### src/rtl/ofdm_sym_scheduler.sv
// ofdm_sym_scheduler
//
// Symbol-framing controller placed directly upstream of the pilot inserter
// in the 802.16 OFDM transmit chain. It gates the upstream word stream into
// bursts of DATA_PER_SYM words. Each burst gets its own downstream bus cycle,
// so the pilot inserter restarts its subcarrier and pilot counters on every
// CYC_O rising edge. Between bursts CYC_O is held low for GAP_CYC cycles so
// the inserter can drain. The block counts symbols per frame and pulses
// DONE_O when the frame is complete.
//
// Ports
//   CLK_I      system clock, rising edge
//   RST_I      synchronous active-high reset
//   START_I    frame start pulse, honoured only while idle
//   ABORT_I    abandon the current frame (everything except RST_I loses to it)
//   NSYM_I     symbols per frame, latched when a start is accepted
//   DAT_I      upstream sample {Im, Re}
//   CYC_I      upstream bus cycle
//   STB_I      upstream strobe
//   WE_I       upstream write enable
//   ACK_O      upstream acknowledge
//   DAT_O      sample to the pilot inserter (zero outside a burst)
//   CYC_O      per-symbol downstream bus cycle, registered
//   STB_O      downstream strobe
//   WE_O       downstream write enable, same as STB_O
//   ACK_I      downstream acknowledge
//   BUSY_O     high whenever a frame is in progress
//   DONE_O     one-cycle pulse at the end of a frame
//   SYM_CNT_O  index of the current symbol within the frame, from 0

module ofdm_sym_scheduler #(
    parameter int DATA_PER_SYM = 192,
    parameter int GAP_CYC      = 64,
    parameter int SYM_W        = 8
) (
    input  logic             CLK_I,
    input  logic             RST_I,
    input  logic             START_I,
    input  logic             ABORT_I,
    input  logic [SYM_W-1:0] NSYM_I,
    input  logic [31:0]      DAT_I,
    input  logic             CYC_I,
    input  logic             STB_I,
    input  logic             WE_I,
    output logic             ACK_O,
    output logic [31:0]      DAT_O,
    output logic             CYC_O,
    output logic             STB_O,
    output logic             WE_O,
    input  logic             ACK_I,
    output logic             BUSY_O,
    output logic             DONE_O,
    output logic [SYM_W-1:0] SYM_CNT_O
);

    // The word counter only ever needs to hold 0 .. DATA_PER_SYM-1.
    localparam int WCNT_W = (DATA_PER_SYM > 1) ? $clog2(DATA_PER_SYM) : 1;
    // GAP_CYC is limited to 1..255, so an 8-bit gap counter always suffices.
    localparam int GAP_W  = 8;

    localparam logic [WCNT_W-1:0] WORD_LAST = WCNT_W'(DATA_PER_SYM - 1);
    localparam logic [GAP_W-1:0]  GAP_LAST  = GAP_W'(GAP_CYC - 1);

    localparam logic [1:0] ST_IDLE = 2'd0;
    localparam logic [1:0] ST_OPEN = 2'd1;
    localparam logic [1:0] ST_XFER = 2'd2;
    localparam logic [1:0] ST_GAP  = 2'd3;

    logic [1:0]        state;
    logic [1:0]        next_state;
    logic              cyc_q;
    logic              done_q;
    logic [WCNT_W-1:0] word_cnt;
    logic [GAP_W-1:0]  gap_cnt;
    logic [SYM_W-1:0]  sym_cnt;
    logic [SYM_W-1:0]  nsym_q;

    logic in_xfer;
    logic handshake;
    logic start_ok;
    logic word_last;
    logic gap_last;
    logic sym_last;

    // Bus pass-through is purely combinational so a burst adds no latency;
    // outside XFER the strobe, acknowledge and data are forced to zero so no
    // upstream word can slip through during OPEN, GAP or IDLE.
    always_comb begin
        in_xfer   = (state == ST_XFER);
        STB_O     = in_xfer & CYC_I & STB_I & WE_I;
        WE_O      = STB_O;
        handshake = STB_O & ACK_I;
        ACK_O     = handshake;
        DAT_O     = in_xfer ? DAT_I : 32'd0;
    end

    always_comb begin
        start_ok  = START_I && (NSYM_I != '0);
        word_last = (word_cnt == WORD_LAST);
        gap_last  = (gap_cnt == GAP_LAST);
        sym_last  = (sym_cnt == (nsym_q - SYM_W'(1)));
    end

    // Next-state logic. ABORT_I is applied last so it overrides whatever
    // transition the current state would otherwise take.
    always_comb begin
        next_state = state;
        case (state)
            ST_IDLE: if (start_ok) next_state = ST_OPEN;
            ST_OPEN: next_state = ST_XFER;
            ST_XFER: if (handshake && word_last) next_state = ST_GAP;
            ST_GAP:  if (gap_last) next_state = sym_last ? ST_IDLE : ST_OPEN;
            default: next_state = ST_IDLE;
        endcase
        if (ABORT_I) begin
            next_state = ST_IDLE;
        end
    end

    // CYC_O is registered from the next state so it rises with OPEN and
    // falls the cycle after the last handshake or an abort.
    always_ff @(posedge CLK_I) begin
        if (RST_I) begin
            state    <= ST_IDLE;
            cyc_q    <= 1'b0;
            done_q   <= 1'b0;
            word_cnt <= '0;
            gap_cnt  <= '0;
            sym_cnt  <= '0;
            nsym_q   <= '0;
        end else begin
            state  <= next_state;
            cyc_q  <= (next_state == ST_OPEN) || (next_state == ST_XFER);
            done_q <= 1'b0;
            if (ABORT_I) begin
                // A handshake in this cycle still completes on the bus but
                // is deliberately not counted.
                word_cnt <= '0;
                gap_cnt  <= '0;
                sym_cnt  <= '0;
            end else begin
                case (state)
                    ST_IDLE: begin
                        if (start_ok) begin
                            nsym_q   <= NSYM_I;
                            sym_cnt  <= '0;
                            word_cnt <= '0;
                            gap_cnt  <= '0;
                        end
                    end
                    ST_XFER: begin
                        if (handshake) begin
                            word_cnt <= word_last ? '0 : word_cnt + WCNT_W'(1);
                        end
                    end
                    ST_GAP: begin
                        if (gap_last) begin
                            gap_cnt <= '0;
                            // The symbol counter stops at NSYM-1, so it never
                            // wraps even with NSYM_I at its maximum.
                            if (sym_last) begin
                                done_q <= 1'b1;
                            end else begin
                                sym_cnt <= sym_cnt + SYM_W'(1);
                            end
                        end else begin
                            gap_cnt <= gap_cnt + GAP_W'(1);
                        end
                    end
                    default: ;
                endcase
            end
        end
    end

    always_comb begin
        CYC_O     = cyc_q;
        DONE_O    = done_q;
        BUSY_O    = (state != ST_IDLE);
        SYM_CNT_O = sym_cnt;
    end

endmodule

### config.mk
export PLATFORM = sky130hd
export DESIGN_NAME = ofdm_sym_scheduler
export DESIGN_NICKNAME = d
export VERILOG_FILES = /design/src/rtl/ofdm_sym_scheduler.sv
export SDC_FILE = /design/constraint.sdc
export NUM_CORES = 1
export LEC_CHECK = 0
export CORE_MARGIN = 5
export CORE_UTILIZATION = 43
export CTS_CLUSTER_DIAMETER = 40
export DETAILED_ROUTE_END_ITERATION = 10
export PLACE_DENSITY_LB_ADDON = 0.1
export SYNTH_ARGS = -nofsm -noshare
export SYNTH_HDL_FRONTEND = slang
export SYNTH_SLANG_ARGS = --single-unit
### constraint.sdc
create_clock -name CLK_I -period 3 [get_ports CLK_I]
set_input_delay 0.6 -clock CLK_I [delete_from_list [all_inputs] [get_ports CLK_I]]
set_output_delay 0.6 -clock CLK_I [all_outputs]
set_load 0.02 [all_outputs]
==> reports/qor.log <==
qor: run_status.outcome finished, final reports clean
qor: worst_setup_path.worst_setup_sp_type flop
qor: layout.multi_input_comb_area 1470 um^2
qor: layout.area_growth_syn_to_layout 49.0%
qor: layout.num-fill-cells 462
qor: synthesis.yosysWarningCount 0
qor: floorplanning.design.portCount 94
qor: sta.fin_crit 2.67 ns
qor: sta.timing.final.max_slew_violations 0
qor: floorplanning.die_width 82.2 um
qor: worst_setup_path.cp_slowest_stage_delay 0.64 ns
qor: grt.global_route_wire_length_before_repair 10.2 mm
qor: floorplanning.initial_core_util 0.442
qor: synthesis.netlist_instances 269
qor: synthesis.synth_edf_count 0
qor: layout.layout.nets 417
qor: cts.cts.sinks 36
qor: layout.antennaDiodeCount 0
qor: grt.grtUsageTotal 0.197
qor: sta.worst-slew-pin-transition 0.670 ns
qor: grt.first_global_vias 2229
qor: grt.grt_overflow_total 0
qor: sta.finalSetupViolCount 0
qor: routing.routed_len_inst 14.3 um
qor: synthesis.synth.avg_cell_area 8.33 um^2
qor: pwr.leakagePower 0.00126 uW
qor: synthesis.synth.lib_cells_used.distinct 56
qor: worst_setup_path.cp_slowest_cell sky130_fd_sc_hd__clkdlybuf4s50_1
qor: sta.report.final.hold_viol_count 0
qor: grt.grt_max_degree 36
qor: synthesis.synth-async-reset-ratio 0
qor: cts.tritoncts.num_buffers 5
qor: worst_setup_path.path_max_fanout 35
qor: synthesis.synth.cell_area 2240 um^2
qor: routing.post-route-drc-count 0
qor: worst_setup_path.timing.setup.critical_path_class flop to primary output
qor: worst_setup_path.ordered_list_of_cells_on_the_worst_path nor2b_1, buf_4, and3_1, clkdlybuf4s50_1
qor: sta.clock_skew 0.00410 ns
qor: cts.post_cts_resized 0
qor: cts.cts_setup_buffers 0
qor: floorplanning.core-area 5070 um^2
qor: layout.layout.cells.non_filler 436
qor: pwr.worst_supply_voltage_drop_on_vdd 0.186 mV
qor: sta.achievable-frequency 374 MHz
qor: synthesis.synth_sequential_area_ratio 0.322
qor: layout.final-seq-area 721 um^2
qor: worst_setup_path.timing.critical_path.arrival 2.07 ns
qor: worst_setup_path.setup.worst_path.end_class primary output
qor: floorplanning.fp.dieH 82.2 um
qor: grt.antenna_found_initial 0
qor: cts.clk_latency 0.28 ns
qor: placed_design.dp_hpwl 5.22 mm
qor: placed_design.placement.setup.worst_slack 0.222 ns
qor: routing.drt_pass1_iterations 4
qor: placed_design.gp_routability_congestion 0.784
qor: cts.clk_transition_reported_paths 0.07 ns
qor: floorplanning.rows 26
qor: routing.detail_route.wirelength 6.22 mm
qor: sta.rsz0062_at_grt false
qor: floorplanning.fp.dieArea 6760 um^2
qor: routing.detailroute.via_count 2278
qor: routing.detail-route-antenna-nets 0
qor: cts.holdBufCountCts 0
qor: cts.ctsRootBufferMaster sky130_fd_sc_hd__clkbuf_8
qor: sta.setup_tns 0 ns
qor: placed_design.post-place-cells 428
qor: sta.post_layout_worst_setup_margin 0.330 ns
qor: layout.post_route_cells_drive_above_1_share 0.0792
qor: pwr.p_per_area 298 nW/um^2
qor: sta.relSlewSlack 0.549
qor: placed_design.io_buffers 93
qor: synthesis.synthesis.nets 321
qor: synthesis.synth-main-ff-cell sky130_fd_sc_hd__dfxtp_1
qor: cts.h_tree_depth_reported_by_cts 2
qor: cts.cts_max_path_buffers 2
qor: routing.routed_via_density 5.22
qor: worst_hold_path.hold_path.class flop to flop
qor: cts.tritoncts_clock_tree yes
qor: synthesis.synth-seq-cells 36
qor: flow_run.max_cap_viol_count 0
qor: routing.drtIter0Drc 113
qor: sta.layout_worst_path_cycle_share 0.890
qor: worst_setup_path.worst_ep_required_time 2.40 ns
worst paths after layout:
check / cells past startpoint / start / to / slack, ns
setup reg to reg: 8 / nsym_q[0]$_SDFFE_PP0P_ / state[0]$_SDFF_PP0_ / 0.45
hold reg to reg: 2 / gap_cnt[1]$_SDFFE_PP0P_ / gap_cnt[1]$_SDFFE_PP0P_ / 0.47
setup / recovery: 4 / state[1]$_SDFF_PP0_ / ACK_O / 0.33
hold / removal: 2 / gap_cnt[1]$_SDFFE_PP0P_ / gap_cnt[1]$_SDFFE_PP0P_ / 0.47
routing by layer:
layer | part of all wire | vias to the layer above | global-route usage
met5 | 0 | - | 0
met4 | 0.019 | 0 | 0.0565
met3 | 0.10 | 8 | 0.0846
met2 | 0.48 | 82 | 0.339
met1 | 0.40 | 1038 | 0.220
li1 | - | 1150 | -
layout make-up:
type,instances,area share
repair buffers,97,0.288
inverters,4,0.00450
clock buffers,5,0.0206
multi-input cells,221,0.439
clock inverters,3,0.00562
flip-flops and latches,36,0.216
well taps,70,0.0262
synthesized netlist by cell type (4+ instances only):
cell / instances / area [um^2]
sky130_fd_sc_hd__nand4_1: 8 / 50.1
sky130_fd_sc_hd__dfxtp_1: 36 / 721
sky130_fd_sc_hd__inv_1: 4 / 15.0
sky130_fd_sc_hd__a21oi_1: 10 / 50.1
sky130_fd_sc_hd__xnor2_1: 6 / 52.6
sky130_fd_sc_hd__mux2i_1: 11 / 110
sky130_fd_sc_hd__nand2_1: 24 / 90.1
sky130_fd_sc_hd__and3_1: 8 / 50.1
sky130_fd_sc_hd__ha_1: 4 / 50.1
sky130_fd_sc_hd__and2_1: 35 / 219
sky130_fd_sc_hd__nand3_1: 5 / 25.0
sky130_fd_sc_hd__or4_1: 5 / 37.5
sky130_fd_sc_hd__clkbuf_1: 6 / 22.5
sky130_fd_sc_hd__nor2_1: 34 / 128
sky130_fd_sc_hd__xor2_1: 8 / 70.1
sky130_fd_sc_hd__o21ai_1: 10 / 50.1
stage by stage:
step	instance area [um^2]	total power, uW	hold WS (ns)	util
finish	3340	993	0.475	0.658
floorplan	2240	584	0.444	-
global route	3340	1050	0.511	0.658
CTS	3340	1000	0.475	0.658
detailed placement	3250	670	0.466	0.641
global placement	3250	668	0.462	0.641
cells by family after synthesis:
family                   share of synthesized area
buffers and inverters                       0.0240
AND/OR/NAND/NOR                              0.362
AO/OA/AOI/OAI                                0.156
flip-flops                                   0.322
XOR/XNOR                                    0.0648
adder cells (fa/ha/maj)                     0.0223
multiplexers                                0.0491
layout by cell type (no fill, tap or decap), drive strengths merged, types with 3 or more instances in the layout:
cell           count
clkdlybuf4s50     93
a31oi              3
and3               8
nor3b              3
mux2i             11
nand2             25
xor2               8
nand3              5
buf                4
inv                4
or4                6
nor3               3
a21oi             10
clkbuf             5
ha                 4
xnor2              6
o21ai             14
clkinv             3
and2              35
nand4              8
nor2              37
or3                3
dfxtp             36
registers in the layout, summed over array words and instances (netlist names):
register / count
SYM_CNT_O: 8
gap_cnt: 8
nsym_q: 8
word_cnt: 8
state: 2
CYC_O: 1
DONE_O: 1
critical path: cells and delay by family, from the launching register on:
kind | cells | cell delay (ns)
DFF | 1 | 0.44
buffers and inverters | 2 | 0.91
and+or+nand+nor | 2 | 0.43
power by group:
group          internal [uW]  switching [uW]
Sequential               485            9.05
Combinational           99.4            64.5
Clock                    162             174
(Power assumes the default switching activity.)
